===== src/rtl/spi_slave_pkg.sv =====
// spi_slave_pkg: idle levels of the SPI pins, shared by the slave top and its synchronizers.
//   SclkIdle - SCLK idles low (CPOL=0)
//   SselIdle - slave select idles high (deselected)
//   MosiIdle - MOSI idle level
package spi_slave_pkg;

  localparam logic SclkIdle = 1'b0;
  localparam logic SselIdle = 1'b1;
  localparam logic MosiIdle = 1'b0;

endpackage


===== src/rtl/spi_sync_edge.sv =====
// spi_sync_edge: 2-FF synchronizer plus one history FF with edge detection.
//   clk_i  - system clock
//   rst_i  - synchronous active-high reset; all FFs load ResetVal
//   d_i    - asynchronous input
//   sync_o - synchronized level
//   rise_o - one-cycle pulse on a synchronized 0->1 transition
//   fall_o - one-cycle pulse on a synchronized 1->0 transition
module spi_sync_edge #(
  parameter logic ResetVal = 1'b0
) (
  input  logic clk_i,
  input  logic rst_i,
  input  logic d_i,
  output logic sync_o,
  output logic rise_o,
  output logic fall_o
);

  // [0] first stage, [1] synchronized level, [2] previous synchronized level
  logic [2:0] sync_q;

  always_ff @(posedge clk_i) begin
    if (rst_i) begin
      sync_q <= {3{ResetVal}};
    end else begin
      sync_q <= {sync_q[1:0], d_i};
    end
  end

  assign sync_o = sync_q[1];
  assign rise_o = ~sync_q[2] & sync_q[1];
  assign fall_o = sync_q[2] & ~sync_q[1];

endmodule


===== src/rtl/spi_slave.sv =====
// spi_slave: SPI mode-0 slave in the system clock domain, MSB first. Each received word is
// presented on rx_data with a one-cycle rx_valid strobe and echoed back during the next word.
//   clk      - system clock, at least 8x SCLK
//   rst      - synchronous active-high reset
//   spi_SCLK - SPI clock (idle low), asynchronous
//   spi_SSEL - slave select, active low
//   spi_MOSI - master-out data
//   spi_MISO - slave-out data, 0 while deselected
//   rx_data  - last complete received word
//   rx_valid - one-cycle pulse when rx_data updates
module spi_slave
  import spi_slave_pkg::*;
#(
  parameter int unsigned WORD_WIDTH = 8
) (
  input  logic                  clk,
  input  logic                  rst,
  input  logic                  spi_SCLK,
  input  logic                  spi_SSEL,
  input  logic                  spi_MOSI,
  output logic                  spi_MISO,
  output logic [WORD_WIDTH-1:0] rx_data,
  output logic                  rx_valid
);

  localparam int unsigned CntW = $clog2(WORD_WIDTH);
  localparam logic [CntW-1:0] CntLast = CntW'(WORD_WIDTH - 1);

  logic sclk_posedge, sclk_negedge, sclk_sync;
  logic ssel_sync, ssel_start, ssel_rise;
  logic mosi_sync, mosi_rise, mosi_fall;
  logic ssel_active;

  // All three pins go through the same depth so MOSI lines up with the SCLK edge.
  spi_sync_edge #(.ResetVal(SclkIdle)) u_sync_sclk (
    .clk_i  (clk),
    .rst_i  (rst),
    .d_i    (spi_SCLK),
    .sync_o (sclk_sync),
    .rise_o (sclk_posedge),
    .fall_o (sclk_negedge)
  );

  spi_sync_edge #(.ResetVal(SselIdle)) u_sync_ssel (
    .clk_i  (clk),
    .rst_i  (rst),
    .d_i    (spi_SSEL),
    .sync_o (ssel_sync),
    .rise_o (ssel_rise),
    .fall_o (ssel_start)
  );

  spi_sync_edge #(.ResetVal(MosiIdle)) u_sync_mosi (
    .clk_i  (clk),
    .rst_i  (rst),
    .d_i    (spi_MOSI),
    .sync_o (mosi_sync),
    .rise_o (mosi_rise),
    .fall_o (mosi_fall)
  );

  logic unused_edges;
  assign unused_edges = ^{sclk_sync, ssel_rise, mosi_rise, mosi_fall};

  assign ssel_active = ~ssel_sync;

  logic [WORD_WIDTH-1:0] inputReg, inputReg_d;
  logic [WORD_WIDTH-1:0] outputReg, outputReg_d;
  logic [WORD_WIDTH-1:0] tx_buf_q, tx_buf_d;
  logic [WORD_WIDTH-1:0] rx_data_q, rx_data_d;
  logic                  rx_valid_q, rx_valid_d;
  logic [CntW-1:0]       bit_cnt_q, bit_cnt_d;
  logic [WORD_WIDTH-1:0] rx_word;

  assign rx_word = {inputReg[WORD_WIDTH-2:0], mosi_sync};

  always_comb begin
    inputReg_d  = inputReg;
    outputReg_d = outputReg;
    tx_buf_d    = tx_buf_q;
    rx_data_d   = rx_data_q;
    rx_valid_d  = 1'b0;
    bit_cnt_d   = bit_cnt_q;

    if (!ssel_active) begin
      // Deselect aborts any partial word; tx_buf keeps the last complete word.
      bit_cnt_d = '0;
    end else if (ssel_start) begin
      // Start of a session wins over a coincident SCLK edge.
      outputReg_d = tx_buf_q;
      bit_cnt_d   = '0;
    end else begin
      if (sclk_posedge) begin
        inputReg_d = rx_word;
        if (bit_cnt_q == CntLast) begin
          bit_cnt_d  = '0;
          rx_data_d  = rx_word;
          rx_valid_d = 1'b1;
          tx_buf_d   = rx_word;
        end else begin
          bit_cnt_d = bit_cnt_q + CntW'(1);
        end
      end
      if (sclk_negedge) begin
        // Count of 0 here means a word just completed: present the next echo word.
        if (bit_cnt_q == '0) begin
          outputReg_d = tx_buf_q;
        end else begin
          outputReg_d = {outputReg[WORD_WIDTH-2:0], 1'b0};
        end
      end
    end
  end

  always_ff @(posedge clk) begin
    if (rst) begin
      inputReg   <= '0;
      outputReg  <= '0;
      tx_buf_q   <= '0;
      rx_data_q  <= '0;
      rx_valid_q <= 1'b0;
      bit_cnt_q  <= '0;
    end else begin
      inputReg   <= inputReg_d;
      outputReg  <= outputReg_d;
      tx_buf_q   <= tx_buf_d;
      rx_data_q  <= rx_data_d;
      rx_valid_q <= rx_valid_d;
      bit_cnt_q  <= bit_cnt_d;
    end
  end

  assign spi_MISO = ssel_active ? outputReg[WORD_WIDTH-1] : 1'b0;
  assign rx_data  = rx_data_q;
  assign rx_valid = rx_valid_q;

endmodule


===== config.mk =====
export PLATFORM = sky130hd
export DESIGN_NAME = spi_slave
export DESIGN_NICKNAME = d
export VERILOG_FILES = /design/src/rtl/spi_slave_pkg.sv /design/src/rtl/spi_sync_edge.sv /design/src/rtl/spi_slave.sv
export SDC_FILE = /design/constraint.sdc
export NUM_CORES = 1
export LEC_CHECK = 0
export BUFFER_PORTS_ARGS = -buffer_cell sky130_fd_sc_hd__clkbuf_2
export CORE_ASPECT_RATIO = 1.2
export CORE_MARGIN = 5
export CORE_UTILIZATION = 33
export DETAILED_ROUTE_END_ITERATION = 10
export PLACE_DENSITY_LB_ADDON = 0.05
export RECOVER_POWER = 25
export SYNTH_ARGS = -nofsm -noshare
export SYNTH_HDL_FRONTEND = slang
export SYNTH_SLANG_ARGS = --single-unit

===== constraint.sdc =====
create_clock -name clk -period 1.65 [get_ports clk]
set_input_delay 0.0825 -clock clk [delete_from_list [all_inputs] [get_ports clk]]
set_output_delay 0.0825 -clock clk [all_outputs]
set_load 0.01 [all_outputs]

======== Word level (Yosys, flattened, before mapping) ========
Cells that the tools add are included.
storage, ports and cells
  bits in registers ....................... 35
  output and inout port bits .............. 10
  logic and storage cells ................. 31
operators by class
  add/subtract/negate cells ............... 1
  eq/ne operators ......................... 1
  multiplexer cells ....................... 6
  bitwise operators ....................... 8
  reductions and logical operators ........ 7
operators with widths
  cell                                                            number
  8-bit 2-to-1 mux                                                3
  1-bit inverter                                                  5
  4-bit AND reduction                                             1
  4-bit OR reduction                                              1
  3-bit by 1-bit adder with 3-bit output (second input constant)  1
  1-bit bitwise AND                                               3
  3-bit == test (second input constant)                           1
  3-bit logical NOT                                               1
  3-bit 2-to-1 mux                                                1
  3-bit AND reduction                                             1
  3-bit OR reduction                                              1
  1-bit 2-to-1 mux                                                2
  2-bit AND reduction                                             1
  2-bit nonzero test                                              1

======== Depth between registers and ports, before layout ========
  word-level depth ........................ 4
  depth in mapped cells ................... 6
  depth with buffers taken out ............ 6

======== By module ========
A second synthesis with hierarchy kept.
unflattened totals
  cells, all modules ...................... 142
  area, all modules ....................... 1463.9 um2
by module, submodules not included
  module                           instances  cells an instance  area an instance (um2)  sequential area each (um2)
  spi_slave                        1          118                1188.6                  540.5
  spi_sync_edge (u_sync_mosi ...)  2          8                  91.3                    60.1
  spi_sync_edge (u_sync_ssel)      1          8                  92.6                    60.1

======== Least setup slack after synthesis ========
OpenSTA, ideal clock, no wires.
  kind .................................... flip-flop to flip-flop
  start ................................... reg bit_cnt_q[0]
  end ..................................... reg outputReg[1]
  setup time .............................. 123 ps
  arrival time ............................ 1147 ps
  data required time ...................... 1527 ps
  path slack .............................. 381 ps
  cell stages (with the launch flop) ...... 7
  path buffers ............................ 0
  cells stage by stage .................... dfxtp_1 > inv_1 > ha_1 > inv_1 > o22ai_4 > mux2i_1 > a211oi_2
between the ends
  word-level cells in the longest chain between the ends .. 4
RTL lines
  what                    RTL line          text
  start, declared         spi_slave.sv:72   logic [CntW-1:0] bit_cnt_q, bit_cnt_d;
  start signal, assigned  spi_slave.sv:129  bit_cnt_q <= bit_cnt_d;
  3-bit logical NOT       spi_slave.sv:106  if (bit_cnt_q == '0) begin
  8-bit 2-to-1 mux        spi_slave.sv:106
  8-bit 2-to-1 mux        spi_slave.sv:104  if (sclk_negedge) begin
  8-bit 2-to-1 mux        spi_slave.sv:88   end else if (ssel_start) begin
  end signal, assigned    spi_slave.sv:125  outputReg <= outputReg_d;
  end, declared           spi_slave.sv:68   logic [WORD_WIDTH-1:0] outputReg, outputReg_d;
No other way between the ends. The select of a mux whose other input is x is not followed.
A chain may end at the register's enable or synchronous reset.

======== Worst setup path in the final report ========
  start ................................... reg bit_cnt_q[0]
  end ..................................... reg outputReg[4]
The elaborated chain is that of the path after synthesis.

==> results.sh <==
export IMPL_via_per_inst=4.491
export IMPL_p_clk_share_pct=39.0
export IMPL_drtIter0Drc=86
export IMPL_clockBufferDepth=2
export IMPL_wl_met3_um=116
export IMPL_start_util_pct=33.42
export IMPL_hold_class="input pin to flip-flop"
export IMPL_finalCriticalPeriod_ns=1.406
export IMPL_finalCritPeriodShare_pct=85.20
export IMPL_cts_resized=0
export IMPL_routedLengthMet1_um=1316
export IMPL_worstPathRequired_ns=1.83
export IMPL_design_area_um2=1603
export IMPL_worstMarginPinSlew_ns=0.8099
export IMPL_fin_cells=220
export IMPL_fin_nets=171
export IMPL_ant_nets=0
export IMPL_critPathArrivalTime_ns=1.58
export IMPL_postCtsSetupRepairBufs=0
export IMPL_max_stage_delay_ns=0.33
export IMPL_dr_pass1_iters=4
export IMPL_maxSlewViolCount=0
export IMPL_reg2reg_to="outputReg[4]"
export IMPL_synth_cells=144
export IMPL_p_leak_uw=0.0006092
export IMPL_clk_pin_slew_worst_paths_ns=0.07
export IMPL_place_hpwl_um=1969
export IMPL_cap_violations=0
export IMPL_avgSynthCellArea_um2=9.740
export IMPL_core_rowCount=26
export IMPL_synth_ff_type="dfxtp_1"
export IMPL_path_max_fanout=8
export IMPL_ys_async_sr_fraction_pct=0
export IMPL_min_from="spi_MOSI"
export IMPL_wirelength_um=2690
export IMPL_ys_types=26
export IMPL_tritoncts="built"
export IMPL_crit_path_end_kind="flip-flop"
export IMPL_seq_power_share_pct=57.2
export IMPL_finalSetupViolCount=0
export IMPL_fin_setup_tns_ns=0
export IMPL_cts_sinks=35
export IMPL_p_int_uw=1182
export IMPL_yosys_top_cells_area="dfxtp_1 (50%), a21oi_1 (6.4%), a211oi_2 (6.2%), nand2_1 (5.9%), mux2i_1 (5.7%)"
export IMPL_endpoint="outputReg[4]"
export IMPL_cp_slowest_cell="dfxtp_1"
export IMPL_die_y_um=81.42
export IMPL_syn_nets=152
export IMPL_r2r_start="bit_cnt_q[0]"
export IMPL_utilization_pct=38.19
export IMPL_irDropWorstVdd_v=0.0004836
export IMPL_grt_first_pass_wirelength_um=4671
export IMPL_p_sw_uw=345.7
export IMPL_synth_area_um2=1403
export IMPL_synth_top_area_share_pct=49.96
export IMPL_drc_errors=0
export IMPL_io_buffers=14
export IMPL_num_antenna_cells=0
export IMPL_first_global_vias=931
export IMPL_netSwitchingFraction_pct=22.64
export IMPL_grt_ovfl_total=0
export IMPL_drive_gt1_share_pct=23.17
export IMPL_gp_congestion=0.7047
export IMPL_finalHoldViolations=0
export IMPL_dp_cells=211
export IMPL_crit_family="compound AO/OA/AOI/OAI gates"
export IMPL_die_area_um2=5660
export IMPL_fin_skew_ns=0.01125
export IMPL_cp_depth=6
export IMPL_crit_type="flip-flop to flip-flop"
export IMPL_io_pins=15
export IMPL_cp_start_kind="flip-flop"
export IMPL_antenna_found_initial=0
export IMPL_slew_headroom_pct=46.01
export IMPL_via_count=988
export IMPL_cpMostUsedCell="inv_1"
export IMPL_regToRegSetupSlack_ns=0.24
export IMPL_path_cells="inv_1, ha_1, inv_1, o22ai_4, mux2i_1, a211oi_2"
export IMPL_rr_worst_depth=6
export IMPL_yosysSeqAreaShare_pct=49.96
export IMPL_core_area_um2=4197
export IMPL_route_met2_wl_um=1208
export IMPL_h_tree_depth=2
export IMPL_clk_insertion_delay_late_ns=0.29
export IMPL_ys_ff_latch=35
export IMPL_status="finished, final reports clean"
export IMPL_grt_max_degree=21
export IMPL_yosysMostFrequentCell="dfxtp_1"
export IMPL_dr_max_layer_used="met4"
export IMPL_wl_per_cell_um=12.23
export IMPL_synth_edf_count=0
export IMPL_crit_start="bit_cnt_q[0]"
export IMPL_synth_top_cells_by_count="dfxtp_1 (35), nand2_1 (22), a21oi_1 (18)"
export IMPL_power_density_nw_per_um2=952.9
export IMPL_yosysTopAreaCell="dfxtp_1"
export IMPL_timing_fmax_mhz=711.3
export IMPL_ys_warn_count=0
export IMPL_area_growth_syn_to_layout_pct=14.27
export IMPL_cp_num_buf_inv=2
export IMPL_cts_buffers=5
export IMPL_rsz0062_at_grt="false"
export IMPL_clock_root_buffer="clkbuf_8"
export IMPL_p_comb_share_pct=3.8
export IMPL_track_usage_pct=10.65
export IMPL_die_w_um=69.52
export IMPL_place_area_um2=1513
## registers in the layout, indices dropped and copies added, names as in the netlist
| register | count |
|---|---|
| u_sync_sclk.sync_q | 3 |
| bit_cnt_q | 3 |
| u_sync_mosi.sync_q | 2 |
| outputReg | 8 |
| rx_valid | 1 |
| inputReg | 7 |
| rx_data | 8 |
| u_sync_ssel.sync_q | 3 |
## worst register-to-register path, stage by stage (launching register included)
cell,delay (ns)
dfxtp_1,0.33
inv_1,0.07
ha_1,0.14
inv_1,0.06
o22ai_4,0.32
mux2i_1,0.28
a211oi_2,0.09
## power by group through the flow
stage	registers [uW]	clock network [uW]	logic, uW
detailed placement	892	0	57.9
global placement	892	0	57.3
global route	875	671	65.3
floorplan	889	0	48.7
finish	873	596	58.0
CTS	873	625	59.8
## cells in the final DEF (no fill, tap or decap), types with 5 or more instances in the layout
cell type  count
a211oi_2       7
a21oi_1       18
clkbuf_1       5
clkbuf_2      10
clkbuf_8       5
dfxtp_1       35
mux2i_1        8
nand2_1       22
nand3_1        9
nor2_1        11
nor2b_1        6
## final cells by class
class                      instances  area (um2)
inverter                           4       15.01
fill                             430        2594
multi-input combinational         98       626.9
timing repair buffer              19       105.1
clock buffer                       6       72.57
sequential                        35       700.7
clock inverter                     2       12.51
tap                               56       70.07
## cells by family after synthesis
kind of cell,count (synthesis),share of synthesized area [%]
muxes,8,5.709
DFF,35,49.96
adders and majority gates,3,2.676
buffers and inverters,11,5.352
and+or+nand+nor,60,21.59
AOI/OAI and AO/OA,27,14.72
## timing repair
item                                    4_1_cts  5_1_grt
endpoints found under the setup margin        0        0
endpoints found under the hold margin         1        0
hold buffers                                  1        0
## per-layer routing
layer  track usage (%)  vias up
met5                 0        -
met4             4.688        0
met3             4.406        6
met2             16.32       18
met1             13.18      443
li1                  -      521
## how the worst min path moves through the flow
stage	cells after the start	end	slack, ns
6_report	2	u_sync_mosi.sync_q[0]	0.007
3_3_place_gp	2	u_sync_ssel.sync_q[0]	0.28
4_1_cts	2	u_sync_mosi.sync_q[0]	0.0008
3_5_place_dp	2	u_sync_ssel.sync_q[0]	0.28
2_1_floorplan	1	u_sync_mosi.sync_q[0]	0.15
5_1_grt	2	u_sync_mosi.sync_q[0]	0.03
## through the flow
| step | hold slack [ns] | power, uW | worst slack (ns) |
|---|---|---|---|
| 2_1_floorplan | 0.1541 | 937.3 | 0.3807 |
| 3_3_place_gp | 0.2785 | 949.7 | 0.2793 |
| 3_5_place_dp | 0.2757 | 950.4 | 0.2569 |
| 4_1_cts | 0.0008139 | 1557 | 0.2271 |
| 5_1_grt | 0.02611 | 1611 | 0.1513 |
| 6_report | 0.007153 | 1527 | 0.2441 |
(Power assumes the default switching activity.)
